==> src/rtl/reg_writeback_unit_if.sv <==
`default_nettype none
// ============================================================================
//  Interface : reg_writeback_unit_if
//  Purpose   : Producer handshakes (ALU and load results) and the register
//              file write port of the writeback unit, bundled together.
//  Revision  : 1.0  initial release
// ============================================================================
interface reg_writeback_unit_if #(
    parameter int ADDR_W = 5,
    parameter int DATA_W = 32
);
    // ALU result channel
    logic              alu_valid;
    logic              alu_ready;
    logic [ADDR_W-1:0] alu_reg;
    logic [DATA_W-1:0] alu_data;

    // Memory-load result channel
    logic              mem_valid;
    logic              mem_ready;
    logic [ADDR_W-1:0] mem_reg;
    logic [DATA_W-1:0] mem_data;

    // Register file write port
    logic              RegWriteSig;
    logic [ADDR_W-1:0] writeReg;
    logic [DATA_W-1:0] writeData;

    // The writeback unit: consumes results, drives the write port
    modport slave (
        input  alu_valid, alu_reg, alu_data,
        input  mem_valid, mem_reg, mem_data,
        output alu_ready, mem_ready,
        output RegWriteSig, writeReg, writeData
    );

    // Producers plus the register file observing the port
    modport master (
        output alu_valid, alu_reg, alu_data,
        output mem_valid, mem_reg, mem_data,
        input  alu_ready, mem_ready,
        input  RegWriteSig, writeReg, writeData
    );
endinterface
`default_nettype wire

==> src/rtl/reg_writeback_unit.sv <==
`default_nettype none
// ============================================================================
//  Module    : reg_writeback_unit
//  Purpose   : Queues ALU and load results in an in-order FIFO and retires
//              one register-file write per cycle. Exports a pending-write
//              mask and a read-after-write stall for the decode stage.
//  Revision  : 1.0  initial release
// ============================================================================
module reg_writeback_unit #(
    parameter int DEPTH  = 4,
    parameter int ADDR_W = 5,
    parameter int DATA_W = 32
) (
    input  wire logic                    clk,
    input  wire logic                    rst,
    reg_writeback_unit_if.slave          bus,
    input  wire logic                    wr_hold,
    input  wire logic [ADDR_W-1:0]       rd_reg1,
    input  wire logic [ADDR_W-1:0]       rd_reg2,
    output logic                         stall,
    output logic [(1<<ADDR_W)-1:0]       pending_mask,
    output logic [$clog2(DEPTH):0]       count
);
    localparam int PTR_W = $clog2(DEPTH);
    localparam int CNT_W = PTR_W + 1;
    localparam int NREG  = 1 << ADDR_W;
    localparam logic [CNT_W-1:0] c_full = CNT_W'(DEPTH);

    // FIFO storage and bookkeeping
    logic [ADDR_W-1:0] r_fifo_reg  [DEPTH];
    logic [DATA_W-1:0] r_fifo_data [DEPTH];
    logic [PTR_W-1:0]  r_wr_ptr;
    logic [PTR_W-1:0]  r_rd_ptr;
    logic [CNT_W-1:0]  r_count;

    // Registered write port
    logic              r_we;
    logic [ADDR_W-1:0] r_wreg;
    logic [DATA_W-1:0] r_wdata;

    logic              w_full;
    logic              w_take_mem;
    logic              w_take_alu;
    logic [ADDR_W-1:0] w_in_reg;
    logic [DATA_W-1:0] w_in_data;
    logic              w_push;
    logic              w_pop;
    logic [DEPTH-1:0]  w_entry_valid;
    logic [NREG-1:0]   w_mask;

    // Full is judged on the occupancy before this edge's pop, so a drain
    // never opens a slot for a push on the same edge.
    assign w_full        = (r_count == c_full);
    assign bus.mem_ready = !rst && !w_full;
    assign bus.alu_ready = !rst && !w_full && !bus.mem_valid;

    assign w_take_mem = bus.mem_valid && bus.mem_ready;
    assign w_take_alu = bus.alu_valid && bus.alu_ready;
    assign w_in_reg   = w_take_mem ? bus.mem_reg  : bus.alu_reg;
    assign w_in_data  = w_take_mem ? bus.mem_data : bus.alu_data;

    // Writes to register 0 complete the handshake but are dropped here
    assign w_push = (w_take_mem || w_take_alu) && (w_in_reg != '0);
    assign w_pop  = (r_count != '0) && !wr_hold;

    // Write the accepted result into the tail slot
    always_ff @(posedge clk) begin
        if (w_push) begin
            r_fifo_reg[r_wr_ptr]  <= w_in_reg;
            r_fifo_data[r_wr_ptr] <= w_in_data;
        end
    end

    // Pointer and occupancy update; pointers wrap naturally at DEPTH
    always_ff @(posedge clk or posedge rst) begin
        if (rst) begin
            r_wr_ptr <= '0;
            r_rd_ptr <= '0;
            r_count  <= '0;
        end else begin
            if (w_push) r_wr_ptr <= r_wr_ptr + PTR_W'(1);
            if (w_pop)  r_rd_ptr <= r_rd_ptr + PTR_W'(1);
            r_count <= r_count + CNT_W'(w_push) - CNT_W'(w_pop);
        end
    end

    // Pop the head onto the write port; address/data hold when idle
    always_ff @(posedge clk or posedge rst) begin
        if (rst) begin
            r_we    <= 1'b0;
            r_wreg  <= '0;
            r_wdata <= '0;
        end else begin
            r_we <= w_pop;
            if (w_pop) begin
                r_wreg  <= r_fifo_reg[r_rd_ptr];
                r_wdata <= r_fifo_data[r_rd_ptr];
            end
        end
    end

    assign bus.RegWriteSig = r_we;
    assign bus.writeReg    = r_wreg;
    assign bus.writeData   = r_wdata;
    assign count           = r_count;

    // A slot is live when its distance from the head is below the occupancy
    genvar gi;
    generate
        for (gi = 0; gi < DEPTH; gi++) begin : g_entry
            localparam logic [PTR_W-1:0] c_idx = PTR_W'(gi);
            logic [PTR_W-1:0] w_off;
            assign w_off             = c_idx - r_rd_ptr;
            assign w_entry_valid[gi] = ({1'b0, w_off} < r_count);
        end
    endgenerate

    // Destinations of live entries plus the write currently on the port
    always_comb begin
        w_mask = '0;
        for (int i = 0; i < DEPTH; i++) begin
            if (w_entry_valid[i]) w_mask[r_fifo_reg[i]] = 1'b1;
        end
        if (r_we) w_mask[r_wreg] = 1'b1;
        w_mask[0] = 1'b0;
    end

    assign pending_mask = w_mask;
    assign stall        = w_mask[rd_reg1] | w_mask[rd_reg2];

endmodule
`default_nettype wire

==> src/flat_wrapper.sv <==
// flat-port wrapper written by rule: the top's interface ports become plain ports
module reg_writeback_unit_flat 
#(
    parameter int DEPTH  = 4,
    parameter int ADDR_W = 5,
    parameter int DATA_W = 32
)
  (clk, rst, wr_hold, rd_reg1, rd_reg2, stall, pending_mask, count, bus_alu_valid, bus_alu_reg, bus_alu_data, bus_mem_valid, bus_mem_reg, bus_mem_data, bus_alu_ready, bus_mem_ready, bus_RegWriteSig, bus_writeReg, bus_writeData);
  reg_writeback_unit_if #(.ADDR_W(ADDR_W), .DATA_W(DATA_W)) bus_i ();
  input  wire logic clk;
  input  wire logic rst;
  input  wire logic wr_hold;
  input  wire logic [ADDR_W-1:0] rd_reg1;
  input  wire logic [ADDR_W-1:0] rd_reg2;
  output logic stall;
  output logic [(1<<ADDR_W)-1:0] pending_mask;
  output logic [$clog2(DEPTH):0] count;
  input wire logic [$bits(bus_i.alu_valid)-1:0] bus_alu_valid;
  input wire logic [$bits(bus_i.alu_reg)-1:0] bus_alu_reg;
  input wire logic [$bits(bus_i.alu_data)-1:0] bus_alu_data;
  input wire logic [$bits(bus_i.mem_valid)-1:0] bus_mem_valid;
  input wire logic [$bits(bus_i.mem_reg)-1:0] bus_mem_reg;
  input wire logic [$bits(bus_i.mem_data)-1:0] bus_mem_data;
  output wire logic [$bits(bus_i.alu_ready)-1:0] bus_alu_ready;
  output wire logic [$bits(bus_i.mem_ready)-1:0] bus_mem_ready;
  output wire logic [$bits(bus_i.RegWriteSig)-1:0] bus_RegWriteSig;
  output wire logic [$bits(bus_i.writeReg)-1:0] bus_writeReg;
  output wire logic [$bits(bus_i.writeData)-1:0] bus_writeData;
  assign bus_i.alu_valid = bus_alu_valid;
  assign bus_i.alu_reg = bus_alu_reg;
  assign bus_i.alu_data = bus_alu_data;
  assign bus_i.mem_valid = bus_mem_valid;
  assign bus_i.mem_reg = bus_mem_reg;
  assign bus_i.mem_data = bus_mem_data;
  assign bus_alu_ready = bus_i.alu_ready;
  assign bus_mem_ready = bus_i.mem_ready;
  assign bus_RegWriteSig = bus_i.RegWriteSig;
  assign bus_writeReg = bus_i.writeReg;
  assign bus_writeData = bus_i.writeData;
  reg_writeback_unit #(.DEPTH(DEPTH), .ADDR_W(ADDR_W), .DATA_W(DATA_W)) u_core (.clk(clk), .rst(rst), .bus(bus_i), .wr_hold(wr_hold), .rd_reg1(rd_reg1), .rd_reg2(rd_reg2), .stall(stall), .pending_mask(pending_mask), .count(count));
endmodule
==> config.mk <==
export PLATFORM = sky130hd
export DESIGN_NAME = reg_writeback_unit_flat
export DESIGN_NICKNAME = d
export VERILOG_FILES = /design/src/rtl/reg_writeback_unit_if.sv /design/src/rtl/reg_writeback_unit.sv /design/src/flat_wrapper.sv
export SDC_FILE = /design/constraint.sdc
export NUM_CORES = 1
export LEC_CHECK = 0
export ABC_AREA = 1
export BUFFER_PORTS_ARGS = -buffer_cell sky130_fd_sc_hd__buf_2
export CAP_MARGIN = 20
export CORE_ASPECT_RATIO = 1.4
export CORE_MARGIN = 3
export CORE_UTILIZATION = 52
export DETAILED_ROUTE_END_ITERATION = 10
export GPL_TIMING_DRIVEN = 0
export MAX_ROUTING_LAYER = met4
export PLACE_DENSITY = 0.77
export SLEW_MARGIN = 20
export SYNTH_ARGS = -nofsm -noshare
export SYNTH_HDL_FRONTEND = slang
export SYNTH_SLANG_ARGS = --single-unit
==> constraint.sdc <==
create_clock -name clk -period 3.25 [get_ports clk]
set_input_delay 0.1625 -clock clk [delete_from_list [all_inputs] [get_ports clk]]
set_output_delay 0.1625 -clock clk [all_outputs]
set_load 0.1 [all_outputs]
==> run summary, run 1 <==
CTS clk-pin slew, worst paths = 0.08 ns
CTS H-tree depth = 4
Leak = 5.907 nW
fmax = 294.3 MHz
Syn Area/Cell = 8.320 um2
1st-pass router iterations = 6
# fillers = 1652
DRC Markers = 0
Worst EP required = 3.09 ns
EDFF count, synth = 148
Synth Cell Area = 10540 um2
Largest register FFs = 128
post-synth top area share = 0.4216
endpoints failing hold = 0
post-synth top area cell = edfxtp_1
worst hold stages = 3
PnR worst setup slack = -0.1475 ns
Startpoint Class = register
Vias/cell = 5.565
R2R Path Start = u_core.count[1]
CP max-delay cell = dfrtp_2
final core occ = 0.6547
CTS buffer count = 17
Max FO, Critical Path = 7
Core Region = 19920 um2
footprint of the multi-input gates = 4730 um2
Max Transition Viols Final = 0
Worst Hold Class = input port to register
Distinct cells, synth = 39
min-delay src = bus_mem_data[20]
FF+latch count, synth = 193
combinational family with the most area after synthesis = simple AND/OR/NAND/NOR gates
routability cong. = 1.054
Post-DP HPWL = 26470 um
CP Cell Sequence = nand2_8 -> clkinv_8 -> nor2_4 -> inv_2 -> ha_4 -> inv_2 -> nor2_1 -> nand2_1 -> nand2_4 -> inv_6 -> clkbuf_16 -> nand2_1 -> nand2_2 -> nor2_4 -> nand3_1 -> nand3_1 -> nand2_1 -> nand3_1 -> nand3_2 -> nand2_2 -> nand3_4 -> buf_12
Rel. slew slack = 0.4331
worst hold margin = 0.05991 ns
grt met1 use = 0.3188
simple-gate area share of the yosys netlist = 0.3316
Rows = 61
XOR/XNOR Fraction of Synth Area = 0.003323
Ys Warns = 0
crit end category = output port
adder-cell share of the synthesized area = 0.01377
nets@finish = 1566
first-pass GRT wire length = 51870 um
vias in the first global route = 9442
dominant synthesized flop cell = edfxtp_1
clk sinks = 193
pin count of the biggest net entering global routing = 24
R2R cell count = 10
asr flop ratio synth = 0.2332
Die W = 126.3 um
crit path DAT = 3.24 ns
RR Endpoint = u_core.count[2]
top-count cell post-synth = nand2_1
crit path from = u_core.r_rd_ptr[1]
violated checks = setup timing
WP buf/inv = 6
Starting Density = 0.5292
Cells after Synth = 1267
Skew-Pair Late Insertion Delay = 0.44 ns
PortBufs = 160
RSZ-0062 raised after global routing = true
Antenna Cells = 0
Power per Cell Area = 1029 nW/um2
sequential cell area fraction in the yosys report = 0.5284
DR vias = 9633
WL per Instance = 20.12 um
clock root cell = clkbuf_16
GR peak layer = met2
die height = 174.5 um
CP Class = register to output port
Worst Hold End = u_core.r_fifo_data[0][20]
grt met2 use = 0.5735
CTS tree = yes
Setup Skew = 0.01222 ns
die area = 22040 um2
delay of the slowest cell on the worst path = 0.50 ns
Total GRT Usage = 0.3207
Antenna Nets Post-Route = 0
peak supply drop = 0.7380 mV
Reg area = 5578 um2
Routed Wire Length = 34830 um
Slew @ Worst Pin = 0.8473 ns
Crit path max-delay family = simple AND/OR/NAND/NOR gates
CTS Buffer Depth = 2
initial antenna violation count = 0
top post-synthesis cells by count = nand2_1, nor2_1, edfxtp_1
Layout area overhead = 23.72%
status = finished with violations
Area contributors post-synth = edfxtp_1, nand2_1, dfrtp_1
Tmin final = 3.398 ns
IO Count = 165
Final Cycle Share = 1.045
register-to-register setup slack = 0.18 ns
share of layout cells above drive strength 1 = 0.2569
post-synthesis compound-gate area fraction = 0.02920
total power = 13.42 mW
initial DRC count = 712
met3 GRT Util = 0.03535
global route overflow = 0
setup violators final = 1
multiplexer share of the synthesized area = 0.03513
Max-cap violations = 0
Synthesized Nets = 1367
==> cells in the final DEF, fill, tap and decap left out, types with 7 or more instances in the layout <==
cell type and n:
nand2_2 19, o21ai_0 14, nand2_1 432, inv_2 9, mux2_2 32, clkbuf_16 19
buf_4 13, a21oi_1 9, inv_1 86, clkbuf_1 21, nor2_2 19, ha_1 9
dfrtp_1 41, nor2_1 164, buf_2 170, edfxtp_1 148, nor2_4 13, nand3_1 99
nand4_1 46, nor3_1 7, nand3_2 10
==> per-stage QoR <==
stage               setup slack, ns  instance area [um2]  setup TNS (ns)  std cells
floorplan                  -0.01599                10710        -0.01599       1267
global placement            -0.6743                11820          -99.37       1679
detailed placement          -0.1880                11990         -0.1880       1686
CTS                         -0.1289                12850         -0.1289       1725
global route                -0.2837                13040         -0.3310       1731
finish                      -0.1475                13040         -0.1475       1731
==> worst max path at each step <==
stage          cells after the start  slack, ns                        end
2_1_floorplan                     23      -0.02                      stall
3_5_place_dp                      21      -0.19                      stall
3_3_place_gp                      12      -0.67  u_core.r_fifo_data[2][13]
4_1_cts                           22      -0.13                      stall
5_1_grt                           22      -0.28                      stall
6_report                          22      -0.15                      stall
==> area by class of cell <==
cell class / instances / share of cell area
Timing Repair Buffer: 182 / 0.08807
Clock inverter: 14 / 0.01430
Multi-Input combinational cell: 930 / 0.3627
Clock buffer: 18 / 0.03291
Tap cell: 252 / 0.02418
Inverter: 102 / 0.03176
Sequential cell: 193 / 0.4277
Buffer: 40 / 0.01842
==> where the power goes <==
group,switching [mW],internal [mW],total (mW)
registers,0.320,3.33,3.65
clock network,1.01,1.11,2.13
logic,5.81,1.83,7.64
==> metal layers <==
layer	up-vias	wire length (um)
met5	-	0
met4	0	2826
met3	126	1581
met2	457	18470
met1	4476	11960
li1	4574	-
==> worst min-delay path, cell delays in order <==
cell	delay (ns)
buf_2	0.08
nand2_1	0.04
nand2_1	0.10
==> cell families after synthesis <==
| kind of cell | count (synthesis) |
|---|---|
| XOR/XNOR | 4 |
| AO/OA/AOI/OAI | 50 |
| adder cells (fa/ha/maj) | 11 |
| other | 1 |
| multiplexers | 33 |
| AND/OR/NAND/NOR | 831 |
| buffers and inverters | 144 |
| flip-flops | 193 |
==> what timing repair did <==
item / 4_1_cts / 5_1_grt
hold endpoints to repair: 22 / 0
hold buffers: 2 / 0
gates cloned: 0 / 2
setup endpoints to repair: 18 / 4
setup buffers: 6 / 5
pin swaps: 19 / 17
gates resized for setup: 48 / 32
No activity file was read; power rests on OpenSTA's default activity.
==> run 2: changes to the inputs <==
Settings changed: ABC_AREA 1 to unset, PLACE_DENSITY 0.77 to unset, PLACE_DENSITY_LB_ADDON set to 0.3, RECOVER_POWER set to 100.
==> run summary, run 2 <==
status = finished with violations
violated checks = capacitance limit, slew limit, setup timing
dominant synthesized flop cell = edfxtp_1
endpoints failing hold = 0
post-synthesis compound-gate area fraction = 0.1147
Core Region = 18900 um2
Crit path max-delay family = compound AO/OA/AOI/OAI gates
die height = 171.5 um
Antenna Cells = 0
CTS H-tree depth = 4
RSZ-0062 raised after global routing = true
top-count cell post-synth = edfxtp_1
post-synth top area share = 0.4370
Max Transition Viols Final = 31
Routed Wire Length = 29260 um
WP buf/inv = 4
DR vias = 7543
Max FO, Critical Path = 7
CTS Buffer Depth = 2
nets@finish = 1048
Synth Cell Area = 10170 um2
CP Class = register to output port
Syn Area/Cell = 13.69 um2
non-filler instance count after layout = 1205
Starting Density = 0.5382
clk sinks = 193
die area = 21300 um2
Worst EP required = 3.09 ns
multiplexer share of the synthesized area = 0.1696
Cells after Synth = 743
XOR/XNOR Fraction of Synth Area = 0.005167
Rel. slew slack = -0.2484
simple-gate area share of the yosys netlist = 0.1175
Worst Hold Class = input port to register
clock root cell = clkbuf_16
Antenna Nets Post-Route = 0
CP Depth = 14
adder-cell share of the synthesized area = 0.01427
CTS buffer count = 17
Synthesized Nets = 843
initial antenna violation count = 0
CP max-delay cell = dfrtp_1
WL per Instance = 24.28 um
CP Cell Sequence = buf_6 -> clkbuf_16 -> xnor2_4 -> inv_2 -> ha_4 -> nand2b_4 -> o2111ai_4 -> o22ai_1 -> or3_4 -> a22o_1 -> a221o_1 -> o221ai_2 -> nand4b_1 -> buf_8
fmax = 262.3 MHz
initial DRC count = 562
PortBufs = 161
first-pass GRT wire length = 44230 um
1st-pass router iterations = 5
Leak = 4.541 nW
global route overflow = 0
Power per Cell Area = 1061 nW/um2
Inst Count DP = 1149
post-synth top area cell = edfxtp_1
commonest cells after routing, fill and taps aside = edfxtp_1, buf_2, clkbuf_1, dfrtp_1
sequential cell area fraction in the yosys report = 0.5477
combinational family with the most area after synthesis = multiplexers
EDFF count, synth = 148
Slew @ Worst Pin = 1.873 ns
setup violators final = 153
PnR worst setup slack = -0.5620 ns
Tmin final = 3.812 ns
Sum Neg Setup Slack = -54.29 ns
worst hold stages = 2
Distinct cells, synth = 85
R2R cell count = 12
Area contributors post-synth = edfxtp_1, dfrtp_1, mux4_2
Ys Warns = 0
asr flop ratio synth = 0.2332
Skew-Pair Late Insertion Delay = 0.42 ns
Die W = 124.2 um
commonest non-fill, non-tap cell in the layout = edfxtp_1
Vias/cell = 6.260
peak supply drop = 0.5731 mV
IO Count = 165
# fillers = 1462
Post-DP HPWL = 21210 um
CTS clk-pin slew, worst paths = 0.08 ns
crit path DAT = 3.65 ns
Startpoint Class = register
Rows = 59
vias in the first global route = 7651
pin count of the biggest net entering global routing = 38
delay of the slowest cell on the worst path = 0.38 ns
FF+latch count, synth = 193
total power = 13.16 mW
crit end category = output port
DRC Markers = 0
Setup Skew = 0.01458 ns
top post-synthesis cells by count = edfxtp_1, mux2_2, dfrtp_1
Max-cap violations = 1
Largest register FFs = 128
routability cong. = 1.035
Final Cycle Share = 1.173
Total GRT Usage = 0.2808
CTS tree = yes
Layout area overhead = 21.96%
share of layout cells above drive strength 1 = 0.3507
-- run 2: layout make-up --
cell class | instances | area [um2] | share of cell area
buffer | 40 | 212.7 | 0.01715
sequential | 193 | 5583 | 0.4501
timing repair buffer | 187 | 988.4 | 0.07969
inverter | 31 | 118.9 | 0.009582
clock inverter | 14 | 135.1 | 0.01089
multi-input combinational | 478 | 4632 | 0.3734
clock buffer | 18 | 429.2 | 0.03460
tap | 244 | 305.3 | 0.02461
-- run 2: layer usage --
| layer | part of all wire | GRT usage | up-vias | routed length, um |
|---|---|---|---|---|
| met5 | 0 | - | - | 0 |
| met4 | 0.079 | 0.1927 | 0 | 2317 |
| li1 | - | - | 3363 | - |
| met2 | 0.52 | 0.4833 | 369 | 15080 |
| met3 | 0.050 | 0.04256 | 148 | 1462 |
| met1 | 0.36 | 0.3000 | 3663 | 10410 |
-- run 2: path summary, 6_finish.rpt --
kind | to | start | slack (ns)
max reg2reg | u_core.count[1] | u_core.count[2] | -0.46
min in group asynchronous | u_core.count[2] | rst | 0.43
min reg2reg | u_core.bus.writeData[1] | u_core.bus.writeData[1] | 0.51
max | stall | u_core.r_rd_ptr[0] | -0.56
min | u_core.r_fifo_data[0][12] | bus_alu_data[12] | 0.09
max in group asynchronous | u_core.r_rd_ptr[1] | rst | 0.51
-- run 2: stage by stage --
stage | setup slack, ns | util | hold WS [ns] | area (um2)
after detailed placement | -0.8187 | 0.6037 | 0.2053 | 11410
after CTS | -0.5551 | 0.6522 | 0.07654 | 12330
after global routing | -0.6678 | 0.6564 | 0.09378 | 12400
after global placement | -1.147 | 0.6023 | 0.4846 | 11380
after floorplan | -1.665 | - | 0.4115 | 10270
final | -0.5620 | 0.6564 | 0.09176 | 12400
-- run 2: logic make-up (layout without fill, tap and decap cells) --
| group | Yosys count | in the layout |
|---|---|---|
| simple gates | 209 | 209 |
| compound gates | 135 | 135 |
| mux | 116 | 116 |
| xor+xnor | 6 | 6 |
| flops | 193 | 193 |
| other cells | 1 | 1 |
| buf+inv | 72 | 290 |
| fa+ha+maj | 11 | 11 |
-- run 2: worst register-to-register path, cell delays in order, from the launching register on --
cell and delay (ns):
dfrtp_4 0.54, buf_6 0.17, a31oi_4 0.16, and2_2 0.16, clkbuf_1 0.58, mux2_1 0.52
or3_4 0.42, o221ai_2 0.26, inv_2 0.13, ha_4 0.17, inv_2 0.05, fa_2 0.43
inv_1 0.06
-- run 2: timing repair --
item,4_1_cts,5_1_grt
endpoints found under the setup margin,32,23
pin swaps,15,14
cloned,0,0
resized for setup,42,29
hold buffers,1,0
hold endpoints to repair,15,0
setup buffers,15,9
-- run 2: power by group --
part | switching [mW] | total (mW) | internal (mW)
combinational | 5.34 | 7.41 | 2.07
clock | 0.960 | 1.98 | 1.02
sequential | 0.421 | 3.76 | 3.34
==> run 3: changes to the inputs <==
Settings changed: CELL_PAD_IN_SITES_DETAIL_PLACEMENT set to 0, CELL_PAD_IN_SITES_GLOBAL_PLACEMENT set to 1, CORE_ASPECT_RATIO 1.4 to unset, CORE_UTILIZATION 52 to 42.
==> run summary, run 3 (synthesized netlist as in run 2, its figures left out) <==
status = finished with violations
violated checks = capacitance limit, slew limit, setup timing
Rows = 56
clock group share of total power = 0.159
PnR worst setup slack = -0.5055 ns
Inst Count DP = 1224
Total GRT Usage = 0.2181
Slew @ Worst Pin = 1.782 ns
die area = 26120 um2
R2R Path Start = u_core.count[2]
logic gate share of total power = 0.554
pin count of the biggest net entering global routing = 38
die height = 161.6 um
Final Cycle Share = 1.156
routability cong. = 0.9862
1st-pass router iterations = 5
RSZ-0062 raised after global routing = true
Core Region = 23610 um2
Post-DP HPWL = 19680 um
CTS H-tree depth = 4
Reg area = 5583 um2
vias in the first global route = 7126
worst hold stages = 2
clock root cell = clkbuf_16
P_int = 6.505 mW
min-delay src = bus_alu_data[7]
non-filler instance count after layout = 1273
Antenna Cells = 0
initial DRC count = 568
Starting Density = 0.4307
Skew-Pair Late Insertion Delay = 0.43 ns
Rel. slew slack = -0.1883
share of layout cells above drive strength 1 = 0.3470
CP Class = register to output port
switching power = 6.521 mW
peak supply drop = 0.6009 mV
CP max-delay cell = dfrtp_2
Leak = 4.500 nW
commonest non-fill, non-tap cell in the layout = edfxtp_1
CTS Buffer Depth = 2
final instance area = 12400 um2
footprint of the multi-input gates = 4593 um2
nets@finish = 1041
Startpoint Class = register
Worst Hold End = u_core.r_fifo_data[0][7]
worst hold margin = 0.08452 ns
Largest register FFs = 128
first-pass GRT wire length = 41970 um
Routed Wire Length = 27470 um
WL per Instance = 21.58 um
Power per Cell Area = 1050 nW/um2
Max FO, Critical Path = 6
register-to-register setup slack = -0.40 ns
setup violators final = 151
Setup Skew = 0.008655 ns
DR vias = 7322
CP Cell Sequence = buf_12 -> xnor2_4 -> inv_2 -> ha_4 -> nand2b_4 -> buf_4 -> o211ai_1 -> o31ai_1 -> or3_1 -> mux2_2 -> a22oi_1 -> o311ai_1 -> nand4b_1 -> buf_8
R2R cell count = 12
sw frac = 0.5006
Die W = 161.6 um
Tmin final = 3.755 ns
PortBufs = 161
initial antenna violation count = 0
endpoints failing hold = 0
Crit path max-delay family = simple AND/OR/NAND/NOR gates
# fillers = 2070
Layout area overhead = 21.96%
CTS tree = yes
DRC Markers = 0
commonest cells after routing, fill and taps aside = edfxtp_1, buf_2, clkbuf_1, mux2_2, dfrtp_1
crit path DAT = 3.59 ns
WP buf/inv = 4
sequential power share = 0.286
Placed Instance Area = 11500 um2
Antenna Nets Post-Route = 0
IO Count = 165
total power = 13.03 mW
CTS clk-pin slew, worst paths = 0.07 ns
Sum Neg Setup Slack = -47.21 ns
Worst EP required = 3.09 ns
Max Transition Viols Final = 30
crit end category = output port
delay of the slowest cell on the worst path = 0.43 ns
RR Endpoint = u_core.count[1]
Worst Hold Class = input port to register
Vias/cell = 5.752
clk sinks = 193
fmax = 266.3 MHz
Max-cap violations = 1
CTS buffer count = 17
global route overflow = 0
==> run 3: power by group through the flow <==
| stage | combinational, mW | sequential [mW] | clock [mW] |
|---|---|---|---|
| after floorplan | 3.70 | 5.54 | 0 |
| after global placement | 6.89 | 3.75 | 0 |
| after detailed placement | 6.93 | 3.76 | 0 |
| after CTS | 7.30 | 3.72 | 2.12 |
| after global routing | 7.58 | 3.80 | 2.22 |
| final | 7.22 | 3.73 | 2.07 |
==> run 3: routing by layer <==
layer | part of all wire | wire length, um | track usage
met3 | 0.055 | 1516 | 0.03975
met1 | 0.42 | 11520 | 0.2751
met4 | 0.029 | 801 | 0.07716
met2 | 0.50 | 13630 | 0.3567
met5 | 0 | 0 | -
==> run 3: area by class of cell <==
class                   count  share of cell area
repair buffers            181             0.07444
clock buffers              18             0.03460
multi-input cells         478              0.3703
plain buffers              39             0.01664
flip-flops and latches    193              0.4501
inverters                  31            0.009582
clock inverters            14             0.01220
well taps                 319             0.03218
==> run 3: metrics by stage <==
step                        util  worst slack [ns]
final                     0.5253           -0.5055
after global routing      0.5253           -0.6603
after CTS                 0.5259           -0.5454
after detailed placement  0.4869           -0.9100
after global placement    0.4860           -0.9835
after floorplan                -            -1.665
==> run 3: how the worst max path moves through the flow <==
stage	from	endpoint	cells past startpoint
6_report	u_core.r_rd_ptr[1]	stall	14
5_1_grt	u_core.r_rd_ptr[1]	stall	13
4_1_cts	u_core.r_rd_ptr[0]	stall	14
3_5_place_dp	u_core.r_rd_ptr[1]	stall	12
3_3_place_gp	u_core.r_rd_ptr[1]	stall	12
2_1_floorplan	u_core.r_rd_ptr[0]	stall	11
==> run 3: repair_timing <==
item                                    in CTS  in global routing
resized for setup                           42                 16
endpoints found under the setup margin      32                 26
buffers inserted                            13                  5
pin swaps                                   19                 16
hold buffers                                 1                  0
endpoints found under the hold margin       16                  0
